File: config.mk
export PLATFORM = sky130hd
export DESIGN_NAME = fetch_controller
export DESIGN_NICKNAME = d
export VERILOG_FILES = /design/src/rtl/fetch_pkg.sv /design/src/rtl/fetch_fifo.sv /design/src/rtl/fetch_controller.sv
export SDC_FILE = /design/constraint.sdc
export NUM_CORES = 1
export LEC_CHECK = 0
export CORE_MARGIN = 3
export CORE_UTILIZATION = 51
export DETAILED_ROUTE_END_ITERATION = 8
export GPL_ROUTABILITY_DRIVEN = 0
export GPL_TIMING_DRIVEN = 0
export PLACE_DENSITY = 0.89
export SLEW_MARGIN = 20
export SYNTH_ARGS = -nofsm -noshare
export SYNTH_HDL_FRONTEND = slang
export SYNTH_HIERARCHICAL = 1
export SYNTH_SLANG_ARGS = --single-unit
File: constraint.sdc
create_clock -name clk -period 6.5 [get_ports clk]
set_input_delay 1.95 -clock clk [delete_from_list [all_inputs] [get_ports clk]]
set_output_delay 1.95 -clock clk [all_outputs]
set_load 0.03 [all_outputs]
File: src/rtl/fetch_pkg.sv
// Shared types and defaults for the instruction-fetch sequencer.
package fetch_pkg;

  localparam int FETCH_ADDR_W = 8;
  localparam int FETCH_DATA_W = 32;
  localparam logic [FETCH_ADDR_W-1:0] FETCH_RESET_PC = '0;

  typedef enum logic [1:0] {
    FETCH  = 2'd0,
    DRAIN  = 2'd1,
    HALTED = 2'd2
  } fetch_state_e;

  // Prefetch FIFO entry: instruction word plus the word address it came from.
  typedef struct packed {
    logic [FETCH_ADDR_W-1:0] pc;
    logic [FETCH_DATA_W-1:0] data;
  } fetch_entry_t;

endpackage

File: src/rtl/fetch_fifo.sv
// Small prefetch FIFO: synchronous push/pop, flush wins over both, occupancy out.
// The head entry is read combinationally; storage resets to zero so the
// head reads as all-zero out of reset.
module fetch_fifo
  import fetch_pkg::*;
#(
  parameter int  DEPTH   = 2,
  parameter type entry_t = fetch_entry_t
) (
  input  logic                       clk,
  input  logic                       rst_n,
  input  logic                       push,
  input  logic                       pop,
  input  logic                       flush,
  input  entry_t                     wdata,
  output entry_t                     rdata,
  output logic [$clog2(DEPTH+1)-1:0] occ
);

  localparam int PW = (DEPTH > 1) ? $clog2(DEPTH) : 1;
  localparam int CW = $clog2(DEPTH + 1);

  entry_t         mem [DEPTH];
  logic [PW-1:0]  rd_ptr, wr_ptr;

  function automatic logic [PW-1:0] ptr_inc(input logic [PW-1:0] p);
    return (p == PW'(DEPTH - 1)) ? '0 : p + 1'b1;
  endfunction

  assign rdata = mem[rd_ptr];

  // Pointer, count and storage update; flush drops any same-cycle push/pop.
  always_ff @(posedge clk or negedge rst_n) begin
    if (!rst_n) begin
      rd_ptr <= '0;
      wr_ptr <= '0;
      occ    <= '0;
      for (int i = 0; i < DEPTH; i++) mem[i] <= '0;
    end else if (flush) begin
      rd_ptr <= '0;
      wr_ptr <= '0;
      occ    <= '0;
    end else begin
      if (push) begin
        mem[wr_ptr] <= wdata;
        wr_ptr      <= ptr_inc(wr_ptr);
      end
      if (pop) rd_ptr <= ptr_inc(rd_ptr);
      occ <= occ + CW'(push) - CW'(pop);
    end
  end

endmodule

File: src/rtl/fetch_controller.sv
// Instruction-fetch sequencer: owns the pc, issues credit-limited reads to a
// one-cycle-latency instruction memory, buffers responses in a prefetch FIFO
// and hands them to decode over valid/ready. Handles redirect and halt.
module fetch_controller
  import fetch_pkg::*;
#(
  parameter int                ADDR_W   = FETCH_ADDR_W,
  parameter int                DATA_W   = FETCH_DATA_W,
  parameter int                DEPTH    = 2,
  parameter logic [ADDR_W-1:0] RESET_PC = FETCH_RESET_PC
) (
  input  logic              clk,
  input  logic              rst_n,
  output logic              imem_en,
  output logic [ADDR_W-1:0] imem_addr,
  input  logic [DATA_W-1:0] imem_rdata,
  input  logic              redirect_valid,
  input  logic [ADDR_W-1:0] redirect_pc,
  input  logic              halt,
  output logic              inst_valid,
  output logic [DATA_W-1:0] inst_data,
  output logic [ADDR_W-1:0] inst_pc,
  input  logic              inst_ready,
  output logic              fetch_idle
);

  localparam int CW = $clog2(DEPTH + 1);

  fetch_state_e      state;
  logic [ADDR_W-1:0] pc;
  logic [ADDR_W-1:0] tag;       // pc of the read whose data lands this cycle
  logic              inflight;  // a read was issued last cycle
  logic              run;       // low for the first cycle out of reset
  logic              squash;
  logic              push, pop;
  logic [CW-1:0]     occ;
  logic [CW:0]       used;
  fetch_entry_t      head, wentry;

  // With one-cycle memory latency the in-flight read lands in the same cycle
  // a redirect is seen, so squashing it simply suppresses its push.
  assign squash = redirect_valid && inflight;
  assign push   = inflight && !squash;
  assign pop    = (occ != '0) && inst_ready;

  // Credit: entries held plus the landing read, net of this cycle's pop.
  assign used    = {1'b0, occ} + (CW+1)'(inflight) - (CW+1)'(pop);
  assign imem_en = run && (state == FETCH) && !halt && !redirect_valid &&
                   (used < (CW+1)'(DEPTH));

  assign imem_addr   = pc;
  assign wentry.pc   = tag;
  assign wentry.data = imem_rdata;
  assign inst_valid  = (occ != '0);
  assign inst_data   = head.data;
  assign inst_pc     = head.pc;

  fetch_fifo #(
    .DEPTH   (DEPTH),
    .entry_t (fetch_entry_t)
  ) u_fifo (
    .clk   (clk),
    .rst_n (rst_n),
    .push  (push),
    .pop   (pop),
    .flush (redirect_valid),
    .wdata (wentry),
    .rdata (head),
    .occ   (occ)
  );

  // pc advance / redirect load, in-flight tag tracking and start-up gate.
  always_ff @(posedge clk or negedge rst_n) begin
    if (!rst_n) begin
      pc       <= RESET_PC;
      tag      <= '0;
      inflight <= 1'b0;
      run      <= 1'b0;
    end else begin
      run      <= 1'b1;
      inflight <= imem_en;
      if (imem_en) tag <= pc;
      if (redirect_valid) pc <= redirect_pc;
      else if (imem_en)   pc <= pc + 1'b1;
    end
  end

  // Halt sequencing FSM; fetch_idle lags entry into HALTED by one cycle.
  always_ff @(posedge clk or negedge rst_n) begin
    if (!rst_n) begin
      state      <= FETCH;
      fetch_idle <= 1'b1;
    end else begin
      fetch_idle <= (state == HALTED);
      case (state)
        FETCH:   if (halt) state <= push ? DRAIN : HALTED;
        DRAIN:   state <= halt ? HALTED : FETCH;
        HALTED:  if (!halt) state <= FETCH;
        default: state <= FETCH;
      endcase
    end
  end

endmodule
==> results_dict.tcl <==
set metrics [dict create \
    worstSkewPairLatency_ns 0.36 \
    arrival_ns 4.43 \
    finalInstanceArea_um2 6030 \
    instances_no_fill 541 \
    grt_usage_pct 19.3 \
    dr.first_iter.drc_count 73 \
    dp.cells 524 \
    via_count 2907 \
    grt_max_degree 75 \
    drc 0 \
    relSlewSlack_pct 59.5 \
    cts_buffers 9 \
    synthesis.area_um2 4700 \
    power.density_nw_per_um2 380 \
    vias_per_cell 5.37 \
    worst_setup_path_start_kind "input pin" \
    hp-class "register to register" \
    coreArea_um2 8850 \
    fmax_mhz 157 \
    min_period_ns 6.38 \
    fin_skew_ns 0.0125 \
    endpoint_kind "output port" \
    required_ns 4.55 \
    area_growth_syn_to_layout_pct 28.2 \
    synth_cell_types 38 \
    grt_overflow 0 \
    fin_crit_sh_pct 98.2 \
    drt_pass1_iterations 4 \
    netlist_instances 320 \
    die_y_um 102 \
    start_util_pct 53.1 \
    place_hpwl_um 6860 \
    criticalPathCategory "input pin to output port" \
    syn_area_per_cell_um2 14.7 \
    ys_seq_area_share_pct 55.9 \
    whs_path_depth 1 \
    die_area_um2 10400 \
    p_total_mw 2.29 \
    rsz0062_at_grt "no" \
    worstMarginPinSlew_ns 0.607 \
    p_leak_nw 2.82 \
    drtAntennaViolNets 0 \
    clockBufferDepth 2 \
    die_w_um 102 \
    h-tree-depth 3 \
    maxCapViolations 0 \
    maxSlewViolCount 0 \
    num_antenna_cells 0 \
    worst-r2r-cell-count 11 \
    ys_seq_elements 105 \
    synth_fp_nets 370 \
    grt_pass1_wl_um 15800 \
    pin_count 96 \
    placedInstanceArea_um2 5820 \
    synth_warnings 6 \
    post_drt_wl_per_cell_um 17.6 \
    clock_sinks 105 \
    antenna_found_initial 0 \
    cts-root-buf "clkbuf_8" \
    outcome "finished clean" \
    cts_tree "done" \
    setup_violations 0 \
    rows 34 \
    hold_viol_final 0 \
    crit_fanout 8 \
    peakVddDrop_mv 0.217 \
    drt-total-wl_um 9520 \
    nets 478 \
    grt_pass1_vias 3209 \
    layout-drive-gt1-share_pct 37.2 \
    path_clk_slew_ns 0.10 \
    io_buffers 95 \
]
## repair_timing
item,CTS,global route
endpoints found under the setup margin,1,1
resized for setup,3,2
buffers inserted,1,0
pin swaps,1,0
hold buffers,0,0
## final cells by class
| type | instances | area, um^2 |
|---|---|---|
| Fill cell | 669 | 2820 |
| Sequential cell | 105 | 2630 |
| Multi-Input combinational cell | 194 | 1940 |
| Timing Repair Buffer | 97 | 982 |
| Clock buffer | 10 | 138 |
| Tap cell | 108 | 135 |
| Buffer | 16 | 118 |
| Clock inverter | 6 | 72.6 |
| Inverter | 5 | 18.8 |
## state kept, by name, summed over array words and instances (netlist names), 2 cells and up
signal      count
state           2
tag             8
imem_addr       8
u_fifo/occ      2
u_fifo/mem     80
## metrics by stage
stage          TNS (ns)  hold WS (ns)  worst slack (ns)  utilization [%]
2_1_floorplan         0         0.404             0.656                -
3_3_place_gp     -20.89         0.422            -0.514             65.4
3_5_place_dp     -0.523         0.425            -0.523             65.7
4_1_cts               0         0.442           0.00552             68.2
5_1_grt               0         0.458           0.00639             68.1
6_report              0         0.437             0.120             68.1
## synthesized netlist by cell type, drive strengths merged
library cell    n  area share [%]
a31oi           1            0.13
nand2           9            0.72
o21ai           6            0.64
mux2i           1            0.21
o31a            3            0.56
and4            1            0.19
xnor3           1            0.48
nor3b           2            0.56
nor2            5            0.56
or2             1            0.13
nor3            1            0.11
nand3           3            0.32
xor2            2            0.37
xnor2           5            0.93
nor4            4            0.53
clkbuf          3            0.24
ha              4             1.1
nand4           1            0.13
o211a           1            0.21
conb            1           0.080
dfrtp         104              55
inv             5            0.40
nand3b          1            0.43
mux2          128              31
dfstp           1            0.56
buf            13             2.3
and2            1            0.13
nand2b          4            0.53
fa              1            0.43
a21boi          1            0.16
nor2b           3            0.40
or3             3            0.51
## where the power goes
part | switching (mW) | internal, mW
registers | 0.0908 | 0.800
clock network | 0.221 | 0.194
logic | 0.494 | 0.491
total | 0.805 | 1.48
## logic make-up (layout without fill, tap and decap cells)
logic type / Yosys count / after routing / synth area share, %
flip-flops: 105 / 105 / 55.9
AO/OA/AOI/OAI: 12 / 12 / 1.70
XOR/XNOR: 8 / 8 / 1.78
AND/OR/NAND/NOR: 39 / 39 / 5.24
adder cells (fa/ha/maj): 5 / 5 / 1.49
multiplexers: 129 / 129 / 30.9
buffers and inverters: 21 / 134 / 2.90
other: 1 / 1 / 0.0798
## cells in the final DEF (no fill, tap or decap), drive strengths merged, types with 2 or more instances in the layout
cell type	count
mux2	128
dfrtp	104
clkdlybuf4s50	93
buf	17
clkbuf	13
nand2	9
inv	8
o21ai	6
xnor2	5
nor2	5
nand2b	4
nor4	4
ha	4
nor2b	3
o31a	3
nand3	3
or3	3
xor2	2
nor3b	2
## metal layers
metal | track usage (%) | part of all wire, % | up-vias
met5 | 0 | 0 | -
met4 | 4.74 | 0.80 | 0
met3 | 4.10 | 5.2 | 9
met2 | 33.1 | 50 | 74
met1 | 25.2 | 44 | 1468
li1 | - | - | 1356
## critical path: stages
cell,delay [ns]
clkdlybuf4s50_1,0.44
and2_1,0.20
ha_1,0.25
nand2b_1,0.15
fa_1,0.38
xor2_1,0.20
or3_1,0.37
buf_6,0.15
nor2_4,0.12
buf_2,0.21
## worst paths after layout
kind                                from              to  slack (ns)
max                           inst_ready         imem_en        0.12
min                             state[0]      fetch_idle        0.44
max reg2reg                u_fifo/occ[1]          tag[6]        3.19
min reg2reg                     state[0]      fetch_idle        0.44
max in group asynchronous          rst_n          tag[0]        4.39
min in group asynchronous          rst_n  u_fifo/mem[13]        1.46
Power figures use the tool's default switching activity.
